--- src/rtl/axil_pkg.sv ---
// Shared AXI4-Lite definitions: response codes and engine state encoding.
package axil_pkg;

    localparam logic [1:0] OKAY   = 2'd0;
    localparam logic [1:0] SLVERR = 2'd2;
    localparam logic [1:0] DECERR = 2'd3;

    typedef enum logic [2:0] {
        ST_IDLE  = 3'd0,
        ST_WADDR = 3'd1,
        ST_WRESP = 3'd2,
        ST_RADDR = 3'd3,
        ST_RDATA = 3'd4,
        ST_RESP  = 3'd5,
        ST_DRAIN = 3'd6
    } state_e;

endpackage

--- src/rtl/axil_master_engine_if.sv ---
// AXI4-Lite bus bundle between the master engine and a register slave.
interface axil_master_engine_if #(
    parameter int unsigned AW = 8
);

    logic [AW-1:0] awaddr;
    logic [2:0]    awprot;
    logic          awvalid;
    logic          awready;
    logic [31:0]   wdata;
    logic [3:0]    wstrb;
    logic          wvalid;
    logic          wready;
    logic [1:0]    bresp;
    logic          bvalid;
    logic          bready;
    logic [AW-1:0] araddr;
    logic [2:0]    arprot;
    logic          arvalid;
    logic          arready;
    logic [31:0]   rdata;
    logic [1:0]    rresp;
    logic          rvalid;
    logic          rready;

    modport master (
        output awaddr, awprot, awvalid,
        input  awready,
        output wdata, wstrb, wvalid,
        input  wready,
        input  bresp, bvalid,
        output bready,
        output araddr, arprot, arvalid,
        input  arready,
        input  rdata, rresp, rvalid,
        output rready
    );

    modport slave (
        input  awaddr, awprot, awvalid,
        output awready,
        input  wdata, wstrb, wvalid,
        output wready,
        output bresp, bvalid,
        input  bready,
        input  araddr, arprot, arvalid,
        output arready,
        output rdata, rresp, rvalid,
        input  rready
    );

endinterface

--- src/rtl/axil_master_engine.sv ---
// Single-outstanding AXI4-Lite master: one command in, one AXI transaction out,
// one response back. A watchdog answers with SLVERR on a hung slave and then
// drains the late handshake so the bus never sees a retracted VALID.
module axil_master_engine
    import axil_pkg::*;
#(
    parameter int unsigned AW      = 8,
    parameter int unsigned TIMEOUT = 1024
) (
    input  logic                 clk,
    input  logic                 resetn,

    input  logic                 cmd_valid,
    output logic                 cmd_ready,
    input  logic                 cmd_write,
    input  logic [AW-1:0]        cmd_addr,
    input  logic [31:0]          cmd_wdata,
    input  logic [3:0]           cmd_wstrb,

    output logic                 rsp_valid,
    input  logic                 rsp_ready,
    output logic [31:0]          rsp_rdata,
    output logic [1:0]           rsp_resp,
    output logic                 rsp_timeout,
    output logic                 busy,

    axil_master_engine_if.master m_axi
);

    localparam int unsigned   CW      = (TIMEOUT == 0) ? 1 : $clog2(TIMEOUT + 1);
    localparam bit            WD_EN   = (TIMEOUT != 0);
    localparam logic [CW-1:0] WD_LAST = WD_EN ? CW'(TIMEOUT - 1) : '0;

    state_e        state;
    logic          is_write;
    logic          aw_done;
    logic          w_done;
    logic          ar_done;
    logic          x_done;
    logic [AW-1:0] addr_q;
    logic [31:0]   wdata_q;
    logic [3:0]    wstrb_q;
    logic          awvalid_q;
    logic          wvalid_q;
    logic          bready_q;
    logic          arvalid_q;
    logic          rready_q;
    logic [CW-1:0] wd_cnt;

    logic          aw_hs;
    logic          w_hs;
    logic          b_hs;
    logic          ar_hs;
    logic          r_hs;
    logic          in_axi;
    logic          wd_hit;
    logic          drained;
    logic          rsp_free;

    assign m_axi.awaddr  = addr_q;
    assign m_axi.awprot  = 3'b000;
    assign m_axi.awvalid = awvalid_q;
    assign m_axi.wdata   = wdata_q;
    assign m_axi.wstrb   = wstrb_q;
    assign m_axi.wvalid  = wvalid_q;
    assign m_axi.bready  = bready_q;
    assign m_axi.araddr  = addr_q;
    assign m_axi.arprot  = 3'b000;
    assign m_axi.arvalid = arvalid_q;
    assign m_axi.rready  = rready_q;

    // Handshake decode, watchdog expiry and drain completion for this cycle.
    always_comb begin
        aw_hs    = awvalid_q & m_axi.awready;
        w_hs     = wvalid_q  & m_axi.wready;
        b_hs     = bready_q  & m_axi.bvalid;
        ar_hs    = arvalid_q & m_axi.arready;
        r_hs     = rready_q  & m_axi.rvalid;
        in_axi   = (state == ST_WADDR) || (state == ST_WRESP) ||
                   (state == ST_RADDR) || (state == ST_RDATA);
        wd_hit   = WD_EN && in_axi && (wd_cnt == WD_LAST);
        drained  = is_write ? ((aw_done | aw_hs) & (w_done | w_hs) & (x_done | b_hs))
                            : ((ar_done | ar_hs) & (x_done | r_hs));
        rsp_free = ~rsp_valid | rsp_ready;
    end

    // Engine FSM with registered bus and response outputs.
    always_ff @(posedge clk or negedge resetn) begin
        if (!resetn) begin
            state       <= ST_IDLE;
            cmd_ready   <= 1'b1;
            busy        <= 1'b0;
            rsp_valid   <= 1'b0;
            rsp_rdata   <= '0;
            rsp_resp    <= OKAY;
            rsp_timeout <= 1'b0;
            is_write    <= 1'b0;
            aw_done     <= 1'b0;
            w_done      <= 1'b0;
            ar_done     <= 1'b0;
            x_done      <= 1'b0;
            addr_q      <= '0;
            wdata_q     <= '0;
            wstrb_q     <= '0;
            awvalid_q   <= 1'b0;
            wvalid_q    <= 1'b0;
            bready_q    <= 1'b0;
            arvalid_q   <= 1'b0;
            rready_q    <= 1'b0;
            wd_cnt      <= '0;
        end else begin
            // Each channel retires on its own handshake, whatever the state.
            if (aw_hs) begin
                awvalid_q <= 1'b0;
                aw_done   <= 1'b1;
            end
            if (w_hs) begin
                wvalid_q <= 1'b0;
                w_done   <= 1'b1;
            end
            if (ar_hs) begin
                arvalid_q <= 1'b0;
                ar_done   <= 1'b1;
            end
            if (b_hs) begin
                bready_q <= 1'b0;
                x_done   <= 1'b1;
            end
            if (r_hs) begin
                rready_q <= 1'b0;
                x_done   <= 1'b1;
            end
            if (in_axi && (wd_cnt != '1)) begin
                wd_cnt <= wd_cnt + CW'(1);
            end

            unique case (state)
                ST_IDLE: begin
                    if (cmd_valid) begin
                        cmd_ready   <= 1'b0;
                        busy        <= 1'b1;
                        is_write    <= cmd_write;
                        addr_q      <= cmd_addr;
                        wdata_q     <= cmd_wdata;
                        wstrb_q     <= cmd_wstrb;
                        aw_done     <= 1'b0;
                        w_done      <= 1'b0;
                        ar_done     <= 1'b0;
                        x_done      <= 1'b0;
                        rsp_rdata   <= '0;
                        rsp_resp    <= OKAY;
                        rsp_timeout <= 1'b0;
                        // The accept cycle is the first watchdog cycle.
                        wd_cnt      <= CW'(1);
                        if (cmd_write) begin
                            awvalid_q <= 1'b1;
                            wvalid_q  <= 1'b1;
                            state     <= ST_WADDR;
                        end else begin
                            arvalid_q <= 1'b1;
                            state     <= ST_RADDR;
                        end
                    end
                end
                ST_WADDR: begin
                    if (aw_done && w_done) begin
                        bready_q <= 1'b1;
                        state    <= ST_WRESP;
                    end
                end
                ST_WRESP: begin
                    if (b_hs) begin
                        rsp_valid <= 1'b1;
                        rsp_resp  <= m_axi.bresp;
                        rsp_rdata <= '0;
                        state     <= ST_RESP;
                    end
                end
                ST_RADDR: begin
                    if (ar_hs) begin
                        rready_q <= 1'b1;
                        state    <= ST_RDATA;
                    end
                end
                ST_RDATA: begin
                    if (r_hs) begin
                        rsp_valid <= 1'b1;
                        rsp_resp  <= m_axi.rresp;
                        rsp_rdata <= m_axi.rdata;
                        state     <= ST_RESP;
                    end
                end
                ST_RESP: begin
                    if (rsp_ready) begin
                        rsp_valid <= 1'b0;
                        cmd_ready <= 1'b1;
                        busy      <= 1'b0;
                        state     <= ST_IDLE;
                    end
                end
                ST_DRAIN: begin
                    if (rsp_valid && rsp_ready) begin
                        rsp_valid <= 1'b0;
                    end
                    if (drained && rsp_free) begin
                        cmd_ready <= 1'b1;
                        busy      <= 1'b0;
                        state     <= ST_IDLE;
                    end
                end
                default: begin
                    state <= ST_IDLE;
                end
            endcase

            // Watchdog expiry overrides normal progress unless the real response lands now.
            if (wd_hit && !(b_hs || r_hs)) begin
                rsp_valid   <= 1'b1;
                rsp_timeout <= 1'b1;
                rsp_resp    <= SLVERR;
                rsp_rdata   <= '0;
                bready_q    <= is_write;
                rready_q    <= ~is_write;
                state       <= ST_DRAIN;
            end
        end
    end

endmodule
--- src/flat_wrapper.sv ---
// flat-port wrapper written by rule: the top's interface ports become plain ports
module axil_master_engine_flat import axil_pkg::*;
#(
    parameter int unsigned AW      = 8,
    parameter int unsigned TIMEOUT = 1024
)
  (clk, resetn, cmd_valid, cmd_ready, cmd_write, cmd_addr, cmd_wdata, cmd_wstrb, rsp_valid, rsp_ready, rsp_rdata, rsp_resp, rsp_timeout, busy, m_axi_awaddr, m_axi_awprot, m_axi_awvalid, m_axi_awready, m_axi_wdata, m_axi_wstrb, m_axi_wvalid, m_axi_wready, m_axi_bresp, m_axi_bvalid, m_axi_bready, m_axi_araddr, m_axi_arprot, m_axi_arvalid, m_axi_arready, m_axi_rdata, m_axi_rresp, m_axi_rvalid, m_axi_rready);
  axil_master_engine_if #(.AW(AW)) m_axi_i ();
  input  logic clk;
  input  logic resetn;
  input  logic cmd_valid;
  output logic cmd_ready;
  input  logic cmd_write;
  input  logic [AW-1:0] cmd_addr;
  input  logic [31:0] cmd_wdata;
  input  logic [3:0] cmd_wstrb;
  output logic rsp_valid;
  input  logic rsp_ready;
  output logic [31:0] rsp_rdata;
  output logic [1:0] rsp_resp;
  output logic rsp_timeout;
  output logic busy;
  output wire logic [$bits(m_axi_i.awaddr)-1:0] m_axi_awaddr;
  output wire logic [$bits(m_axi_i.awprot)-1:0] m_axi_awprot;
  output wire logic [$bits(m_axi_i.awvalid)-1:0] m_axi_awvalid;
  input wire logic [$bits(m_axi_i.awready)-1:0] m_axi_awready;
  output wire logic [$bits(m_axi_i.wdata)-1:0] m_axi_wdata;
  output wire logic [$bits(m_axi_i.wstrb)-1:0] m_axi_wstrb;
  output wire logic [$bits(m_axi_i.wvalid)-1:0] m_axi_wvalid;
  input wire logic [$bits(m_axi_i.wready)-1:0] m_axi_wready;
  input wire logic [$bits(m_axi_i.bresp)-1:0] m_axi_bresp;
  input wire logic [$bits(m_axi_i.bvalid)-1:0] m_axi_bvalid;
  output wire logic [$bits(m_axi_i.bready)-1:0] m_axi_bready;
  output wire logic [$bits(m_axi_i.araddr)-1:0] m_axi_araddr;
  output wire logic [$bits(m_axi_i.arprot)-1:0] m_axi_arprot;
  output wire logic [$bits(m_axi_i.arvalid)-1:0] m_axi_arvalid;
  input wire logic [$bits(m_axi_i.arready)-1:0] m_axi_arready;
  input wire logic [$bits(m_axi_i.rdata)-1:0] m_axi_rdata;
  input wire logic [$bits(m_axi_i.rresp)-1:0] m_axi_rresp;
  input wire logic [$bits(m_axi_i.rvalid)-1:0] m_axi_rvalid;
  output wire logic [$bits(m_axi_i.rready)-1:0] m_axi_rready;
  assign m_axi_awaddr = m_axi_i.awaddr;
  assign m_axi_awprot = m_axi_i.awprot;
  assign m_axi_awvalid = m_axi_i.awvalid;
  assign m_axi_i.awready = m_axi_awready;
  assign m_axi_wdata = m_axi_i.wdata;
  assign m_axi_wstrb = m_axi_i.wstrb;
  assign m_axi_wvalid = m_axi_i.wvalid;
  assign m_axi_i.wready = m_axi_wready;
  assign m_axi_i.bresp = m_axi_bresp;
  assign m_axi_i.bvalid = m_axi_bvalid;
  assign m_axi_bready = m_axi_i.bready;
  assign m_axi_araddr = m_axi_i.araddr;
  assign m_axi_arprot = m_axi_i.arprot;
  assign m_axi_arvalid = m_axi_i.arvalid;
  assign m_axi_i.arready = m_axi_arready;
  assign m_axi_i.rdata = m_axi_rdata;
  assign m_axi_i.rresp = m_axi_rresp;
  assign m_axi_i.rvalid = m_axi_rvalid;
  assign m_axi_rready = m_axi_i.rready;
  axil_master_engine #(.AW(AW), .TIMEOUT(TIMEOUT)) u_core (.clk(clk), .resetn(resetn), .cmd_valid(cmd_valid), .cmd_ready(cmd_ready), .cmd_write(cmd_write), .cmd_addr(cmd_addr), .cmd_wdata(cmd_wdata), .cmd_wstrb(cmd_wstrb), .rsp_valid(rsp_valid), .rsp_ready(rsp_ready), .rsp_rdata(rsp_rdata), .rsp_resp(rsp_resp), .rsp_timeout(rsp_timeout), .busy(busy), .m_axi(m_axi_i));
endmodule
--- config.mk ---
export PLATFORM = sky130hd
export DESIGN_NAME = axil_master_engine_flat
export DESIGN_NICKNAME = d
export VERILOG_FILES = /design/src/rtl/axil_pkg.sv /design/src/rtl/axil_master_engine_if.sv /design/src/rtl/axil_master_engine.sv /design/src/flat_wrapper.sv
export SDC_FILE = /design/constraint.sdc
export NUM_CORES = 1
export LEC_CHECK = 0
export BUFFER_PORTS_ARGS = -buffer_cell sky130_fd_sc_hd__buf_4
export CAP_MARGIN = 20
export CELL_PAD_IN_SITES_DETAIL_PLACEMENT = 1
export CELL_PAD_IN_SITES_GLOBAL_PLACEMENT = 1
export CORE_AREA = 2 2 125 127
export CTS_BUF_LIST = sky130_fd_sc_hd__clkbuf_8
export CTS_CLUSTER_SIZE = 8
export DETAILED_ROUTE_END_ITERATION = 16
export DIE_AREA = 0 0 127 129
export PLACE_DENSITY = 0.78
export SETUP_SLACK_MARGIN = 0.2
export SKIP_LAST_GASP = 1
export SLEW_MARGIN = 10
export SYNTH_ARGS = -nofsm -noshare
export SYNTH_HDL_FRONTEND = slang
export SYNTH_SLANG_ARGS = --single-unit
--- constraint.sdc ---
create_clock -name clk -period 2.1 [get_ports clk]
set_clock_uncertainty 0.2 [all_clocks]
set_input_delay 0.42 -clock clk [delete_from_list [all_inputs] [get_ports clk]]
set_output_delay 0.42 -clock clk [all_outputs]
set_load 0.03 [all_outputs]
# Word-level counts from Yosys, hierarchy flattened
# Cells that the tools add are included.
word_totals:
  regBits: 106
  in_bits: 90
  output_inout_bits: 101
  elab_cells: 152
op_classes:
  addsub: 1
  eq_ne: 19
  n_mux: 72
  bitwise_logic: 16
  reduce_logical: 23
ops:
  columns: ["operator", "count"]
  rows:
  - ["32-bit two-way mux", 4]
  - ["32-bit one-hot mux with 3 select lines", 1]
  - ["1-bit two-way mux", 46]
  - ["11-bit two-way mux", 3]
  - ["3-bit two-way mux", 8]
  - ["3-bit one-hot mux with 7 select lines", 1]
  - ["3-bit by 2-bit inequality test with 1-bit output, second input constant", 5]
  - ["11-bit by 1-bit adder with 11-bit output, second input constant", 1]
  - ["11-bit by 10-bit equality test with 1-bit output, second input constant", 1]
  - ["11-bit inequality test, second input constant", 1]
  - ["2-bit two-way mux", 5]
  - ["3-bit equality test, second input constant", 3]
  - ["1-bit AND", 8]
  - ["4-bit AND reduction", 2]
  - ["7-bit AND reduction", 1]
  - ["3-bit by 2-bit equality test with 1-bit output, second input constant", 2]
  - ["1-bit logical AND", 6]
  - ["3-bit by 1-bit inequality test with 1-bit output, second input constant", 2]
  - ["1-bit OR", 6]
  - ["1-bit one-hot mux with 3 select lines", 2]
  - ["2-bit one-hot mux with 3 select lines", 1]
  - ["5-bit AND reduction", 1]
  - ["5-bit nonzero test", 1]
  - ["1-bit logical OR", 4]
  - ["12 further kinds", 16]

# Longest topological paths before layout
# Gate-level depths: netlist of the first run.
logic_depth:
  ltp_word: 9
  ltp_mapped: 8
  depth_no_buf: 6

# Least setup slack after synthesis of the first run
# Ideal clock, no wire load.
synth_timing:
  path_kind: "flip-flop to flip-flop"
  start: "reg u_core.bready_q (netlist: u_core.m_axi.bready)"
  end: "reg u_core.rsp_resp[0]"
  setup_time_ps: 128
  t_arrival_ps: 1922
  t_required_ps: 1772
  slack_ps: -149
  stages_incl_launch_ff: 7
  path_buffers: 1
  cell_sequence: "dfrtp_1 > a22o_1 > nor4_2 > buf_2 > o21ai_1 > a21oi_4 > mux2_1"
synth_between:
  elab_chain_cells: 6
  elab_cells_between_ends: 10
  cone_classes: "eq/ne (3); mux (1); bitwise (1); reduce/logical (5)"
synth_lines:
  columns: ["item", "line", "source"]
  rows:
  - ["from (decl)", "axil_master_engine.sv:45", "logic bready_q;"]
  - ["from (signal assigned)", "axil_master_engine.sv:222", "bready_q <= is_write;"]
  - ["1-bit AND *", "axil_master_engine.sv:76", "b_hs = bready_q & m_axi.bvalid;"]
  - ["1-bit logical OR", "axil_master_engine.sv:217", "if (wd_hit && !(b_hs || r_hs)) begin"]
  - ["1-bit logical NOT", "axil_master_engine.sv:217", null]
  - ["1-bit logical AND", "axil_master_engine.sv:217", null]
  - ["3-bit by 2-bit inequality test with 1-bit output (no source line) or 4-bit nonzero test (tied branches)", null, null]
  - ["4-bit AND reduction (no source line)", null, null]
  - ["to (signal assigned)", "axil_master_engine.sv:174", "rsp_resp <= m_axi.bresp;"]
  - ["to (signal assigned)", "axil_master_engine.sv:188", "rsp_resp <= m_axi.rresp;"]
  - ["to (decl)", "axil_master_engine.sv:23", "output logic [1:0] rsp_resp,"]
# Every way passes the cells marked *; elsewhere a longest branch is shown, timed or not.
# A chain may end at the register's enable or synchronous reset.

# Final worst setup path of the first run
layout_timing:
  start: "reg u_core.wd_cnt[7]"
  end: "reg u_core.rsp_rdata[12]"
layout_between:
  elab_chain_cells: 5
  elab_cells_between_ends: 9
  cone_classes: "eq/ne (4); mux (1); reduce/logical (4)"
layout_lines:
  columns: ["item", "line", "source"]
  rows:
  - ["from (decl)", "axil_master_engine.sv:48", "logic [CW-1:0] wd_cnt;"]
  - ["from (signal assigned)", "axil_master_engine.sv:134", "wd_cnt <= wd_cnt + CW'(1);"]
  - ["11-bit by 10-bit equality test with 1-bit output *", "axil_master_engine.sv:81", "wd_hit = WD_EN && in_axi && (wd_cnt == WD_LAST);"]
  - ["1-bit logical AND *", "axil_master_engine.sv:81", null]
  - ["1-bit logical AND *", "axil_master_engine.sv:217", null]
  - ["3-bit by 2-bit inequality test with 1-bit output (no source line) or 4-bit nonzero test (tied branches)", null, null]
  - ["4-bit AND reduction (no source line)", null, null]
  - ["to (signal assigned)", "axil_master_engine.sv:189", "rsp_rdata <= m_axi.rdata;"]
  - ["to (decl)", "axil_master_engine.sv:22", "output logic [31:0] rsp_rdata,"]
# Marked as above.

==> run metrics, run 1 <==
post-synthesis mux area share 0.0769; gr usage total 0.197; fin util 0.502; first-pass GRT wire length 25.4 mm; Routed WL per cell 18.0 um; FF+latch count, synth 106; CP Launch Type flip-flop; Iter 0 DRT Violations 161; Post-DP HPWL 11.1 mm; die height 129 um; number of nets still failing antenna checks after routing 0; First-pass DRT Iterations 4; Layout Cell Area excl Fill 7520 um^2; sequential element share of the synthesized area 0.546; drt total wl 17.1 mm; CTS H-tree lvls 3; Avg Cell Area, Syn 9.18 um^2; Synth Area in Compound Gates 0.0671; diode count 0; Final Wtd Congestion 0.797; crit path kind reg2reg; vias per cell 4.82; final hold vios 0; Slew Viols, Final 0; IO Pins 191; crit path DAT 2.34 ns; final setup fails 37; GRT Residual Overflow 0; setup TNS -3.09 ns; fill count 1,721; Die Width 127 um; mapped cell area 4860 um^2; area of the multi-input gates 2070 um^2; setup ws final -0.147 ns; Yosys cell types 48; number of synthesis warnings 0; failing checks negative setup slack; overall power 11,900 uW; slowest CP cell dfrtp_1; Final nets 853; maximum vdd drop 846 uV; Die ar. 16,400 um^2; Worst Path Max Fanout 8; Leak 0.00379 uW; DR vias 4,605; dpl cell area 6670 um^2; min Tclk post-route 2.25 ns; Achievable Freq 445 MHz; Layout area overhead 54.6%; Async S/R FF share, synth 1.00; Core Area 15,000 um^2; number of global-route vias before repair 5,003; Power Dens Cells 1590 nW/um^2; root buffer cell clkbuf_8; critical path capture point type flip-flop; Worst path max stage delay 0.43 ns; largest family of logic cells by synthesized area simple AND/OR/NAND/NOR gates; pin count of the biggest net entering global routing 52; CP cell instances nand4_4, nor4_4, buf_4, o21ai_4, a21oi_4, buf_6, buf_16, mux2i_1; Synth Area in Simple Gates 0.214; DRC viols 0; RSZ-0062 raised after global routing true; post-synthesis cell count 530; xor/xnor cell area share of the yosys netlist 0.0144; I/O Buffers 184; adder-cell area share of the yosys netlist 0.00257; CTS buffer count 9; layout cell share with drive strength beyond 1 0.391; Most used DFF post-synth dfrtp_1; row count 45; initial antenna violation count 0; Max clock buf depth 2; Reg area 2660 um^2; Req. time, crit path 2.20 ns; post-route clock period utilization 1.07; Max-Cap Viols 0; Clk Latency, worst-skew pair 0.40 ns; Worst Hold Class in2reg; minimum hold slack 0.0136 ns; clock tree sinks 106; CTS tree done; outcome finished with violations; initial cell density of the core 0.325; Clk pin slew, worst setup/hold paths 0.12 ns; Post-synth EDFFs 0
[final cells by class]
class,instances,share of cell area
timing repair buffer,254,0.294
inverter,43,0.0215
clock buffer,9,0.0165
clock inverter,7,0.00782
multi-input combinational,348,0.275
tap,188,0.0313
sequential,106,0.353
[repair_timing]
item                                    CTS  global route
resized for setup                        22            27
hold endpoints to repair                 36             1
hold buffers                             12             1
pin swaps                                10            11
cloned                                    2             5
endpoints found under the setup margin   45            79
buffers inserted                         10             4
[critical path, delay by kind of cell (launching register included)]
kind | cells | cell delay [ns]
buffers and inverters | 3 | 0.46
AO/OA/AOI/OAI | 2 | 0.29
flip-flops | 1 | 0.43
AND/OR/NAND/NOR | 2 | 0.52
multiplexers | 1 | 0.23
[layout by cell type, fill, tap and decap left out, types with 12 or more instances in the layout]
| cell | instances |
|---|---|
| mux2i_1 | 31 |
| nand2_1 | 185 |
| buf_4 | 216 |
| nor2_1 | 12 |
| inv_1 | 43 |
| a21oi_1 | 12 |
| dlygate4sd3_1 | 13 |
| dfrtp_1 | 103 |
[per-layer routing]
metal  wire [um]  GRT usage  vias to the layer above
met2        9020      0.349                      171
met1        6540      0.223                     2259
met4         435     0.0853                        0
met5           0          0                        -
met3        1150     0.0561                       31
li1            -          -                     2144
[cell families after synthesis]
kind of cell / count (synthesis)
muxes: 37
xor gates and xnor gates: 8
and+or+nand+nor: 245
DFF: 106
adders and majority gates: 1
buffers and inverters: 81
other: 1
AOI/OAI and AO/OA: 51
[synth_stat cells, types with 7 or more instances]
library cell	instances	area share
xnor2_1	7	0.013
nor4_1	7	0.0090
nor2b_1	8	0.010
o21ai_0	13	0.013
dfrtp_1	105	0.54
buf_4	14	0.022
nor2_1	14	0.011
inv_1	43	0.033
clkbuf_1	16	0.012
nand2_1	187	0.14
a21oi_1	14	0.014
mux2i_1	34	0.070
[flip-flops by register name (all words and copies together) (netlist names), 2 cells and up]
| register | cells |
|---|---|
| u_core.state | 3 |
| u_core.rsp_rdata | 32 |
| u_core.m_axi.araddr | 8 |
| u_core.rsp_resp | 2 |
| u_core.wd_cnt | 11 |
| u_core.m_axi.wstrb | 4 |
| u_core.m_axi.wdata | 32 |
[where the power goes]
| group | internal, uW | switching (uW) |
|---|---|---|
| registers | 2850 | 601 |
| logic | 3080 | 4160 |
| clock network | 453 | 794 |
[metrics by stage]
stage                     setup WS (ns)  instances
after global placement           -0.235        905
after floorplan                 -0.0272        535
final                            -0.147        955
after detailed placement         -0.318        905
after global routing             -0.248        955
after CTS                        -0.152        945
[path summary, 6_finish.rpt]
kind | start | to | slack [ns] | depth (start not counted)
setup / recovery | u_core.wd_cnt[7] | u_core.rsp_rdata[12] | -0.15 | 8
hold / removal | cmd_wstrb[0] | u_core.m_axi.wstrb[0] | 0.01 | 3
setup reg to reg | u_core.wd_cnt[7] | u_core.rsp_rdata[12] | -0.15 | 8
hold reg to reg | u_core.m_axi.wdata[23] | u_core.m_axi.wdata[23] | 0.29 | 2
max in group asynchronous | resetn | u_core.cmd_ready | 0.75 | 3
min in group asynchronous | resetn | u_core.rsp_rdata[2] | 0.28 | 2
Note: power is estimated with default switching activity, not from simulation.
==> inputs of run 2 (changes only) <==
--- a/config.mk
+++ b/config.mk
@@ -5,16 +5,16 @@
 export SDC_FILE = /design/constraint.sdc
 export NUM_CORES = 1
 export LEC_CHECK = 0
-export BUFFER_PORTS_ARGS = -buffer_cell sky130_fd_sc_hd__buf_4
 export CAP_MARGIN = 20
 export CELL_PAD_IN_SITES_DETAIL_PLACEMENT = 1
 export CELL_PAD_IN_SITES_GLOBAL_PLACEMENT = 1
-export CORE_AREA = 2 2 125 127
+export CORE_AREA = 2 2 79 156
 export CTS_BUF_LIST = sky130_fd_sc_hd__clkbuf_8
 export CTS_CLUSTER_SIZE = 8
 export DETAILED_ROUTE_END_ITERATION = 16
-export DIE_AREA = 0 0 127 129
-export PLACE_DENSITY = 0.78
+export DIE_AREA = 0 0 81 158
+export DONT_BUFFER_PORTS = 1
+export PLACE_DENSITY = 0.77
 export SETUP_SLACK_MARGIN = 0.2
 export SKIP_LAST_GASP = 1
 export SLEW_MARGIN = 10
==> run 2 against run 1 <==
Against the previous run: via count fell by 8.2%; worst setup slack worse by 0.11 ns; power shrank 6.4%; the flow finishes with violations (negative hold slack, negative setup slack); non-clock buffer count is 112 lower; global-route usage grew 5.3 points; combinational power shrank 37%; clock power grew 23%; critical path type unchanged; cell count is 16% lower.
==> run metrics, run 2 (synthesis results as in run 1) <==
Final Wtd Congestion 0.857; Die Width 81 um; Req. time, crit path 2.18 ns; clock tree sinks 106; number of nets still failing antenna checks after routing 0; Critical Path End u_core.rsp_rdata[23]; initial cell density of the core 0.418; Max clock buf depth 2; root buffer cell clkbuf_8; row count 56; final hold vios 106; worst r2r src u_core.m_axi.rready; CTS tree done; Achievable Freq 424 MHz; drt total wl 17.2 mm; I/O Buffers 0; first-pass GRT wire length 24.2 mm; die height 158 um; wire length on met2 9.95 mm; Reg2Reg Depth 9; most common cell after layout, fill and taps aside nand2_1; CTS buffer count 9; DRT met1 WL 5.71 mm; Worst Hold Class in2async; Final nets 741; setup ws final -0.258 ns; Clk pin slew, worst setup/hold paths 0.10 ns; minimum hold slack -0.479 ns; First-pass DRT Iterations 4; Post-DP HPWL 9.36 mm; IO Pins 191; diode count 0; vias per cell 5.29; outcome finished with violations; setup TNS -4.98 ns; top sig layer met4; number of global-route vias before repair 4,779; Routed WL per cell 21.5 um; worst slew pin tran 0.593 ns; initial antenna violation count 0; Iter 0 DRT Violations 250; DRC viols 0; Slew Viols, Final 0; dpl cell area 5200 um^2; most frequent cells in the layout nand2_1, dfrtp_1, dlygate4sd3_1; GRT Residual Overflow 0; Die ar. 12,800 um^2; reg2reg end u_core.rsp_rdata[23]; crit path kind reg2reg; Layout Cell Area excl Fill 6860 um^2; Power Dens Cells 1630 nW/um^2; CP Launch Type flip-flop; Worst Path Max Fanout 8; WL met3 1.03 mm; DR vias 4,228; CTS Hold Buffers Added 80; post-route clock period utilization 1.12; Max-Cap Viols 0; pin count of the biggest net entering global routing 107; failing checks negative hold slack, negative setup slack; CTS H-tree lvls 3; max_slew headroom 0.605; critical path capture point type flip-flop; Core Area 11,600 um^2; crit path DAT 2.44 ns; R2R Setup Slk -0.26 ns; gr usage total 0.249; maximum vdd drop 810 uV; Clk Latency, worst-skew pair 0.38 ns; Leak 0.00320 uW; final setup fails 42; Layout area overhead 41.0%; min Tclk post-route 2.36 ns; crit path from u_core.m_axi.rready; layout cell share with drive strength beyond 1 0.186; RSZ-0062 raised after global routing true
-- run 2: how the worst min path moves through the flow --
stage / to
floorplan: u_core.ar_done
global placement: u_core.rsp_rdata[15]
detailed placement: u_core.rsp_rdata[15]
CTS: u_core.wd_cnt[7]
global route: u_core.wd_cnt[7]
finish: u_core.rsp_rdata[17]
-- run 2: stage by stage --
stage | setup WS [ns] | cells | hold slack, ns | util | total power [uW]
floorplan | -0.0272 | 535 | -0.0756 | - | 7270
global placement | -0.0576 | 680 | -0.0734 | 0.447 | 8010
detailed placement | -0.145 | 680 | -0.0729 | 0.447 | 8240
CTS | -0.0851 | 787 | -0.498 | 0.564 | 10600
global route | -0.304 | 800 | -0.508 | 0.590 | 11700
finish | -0.258 | 800 | -0.479 | 0.590 | 11200
-- run 2: timing repair --
action,CTS,global route
endpoints found under the setup margin,45,92
hold endpoints to repair,186,106
gates cloned,2,3
setup buffers,9,10
resized for setup,30,35
pin swaps,16,13
-- run 2: routing by layer --
metal  vias to the layer above  track usage
met2                       166        0.483
met5                         -            0
li1                       1914            -
met3                        30       0.0582
met1                      2118        0.242
met4                         0        0.103
-- run 2: critical path, cell delays in order, from the launching register on --
cell and delay, ns:
dfrtp_2 0.44, a22o_1 0.24, nor4_4 0.30, buf_4 0.19, o21ai_4 0.06, a21oi_4 0.17
buf_12 0.15, buf_12 0.10, buf_16 0.14, mux2i_1 0.27
-- run 2: where the power goes --
part	internal, uW	leakage (uW)	switching, uW
sequential	2830	0.00137	2240
clock	819	0.000129	717
combinational	2140	0.00169	2430
total	5790	0.00320	5390
-- run 2: final cells by class --
cell class / instances / area [um^2]
Clock inverter: 6 / 106
Fill cell: 1242 / 4770
Tap cell: 145 / 181
Sequential cell: 106 / 2660
Timing Repair Buffer: 142 / 1480
Multi-Input combinational cell: 348 / 2130
Inverter: 43 / 161
Clock buffer: 10 / 138
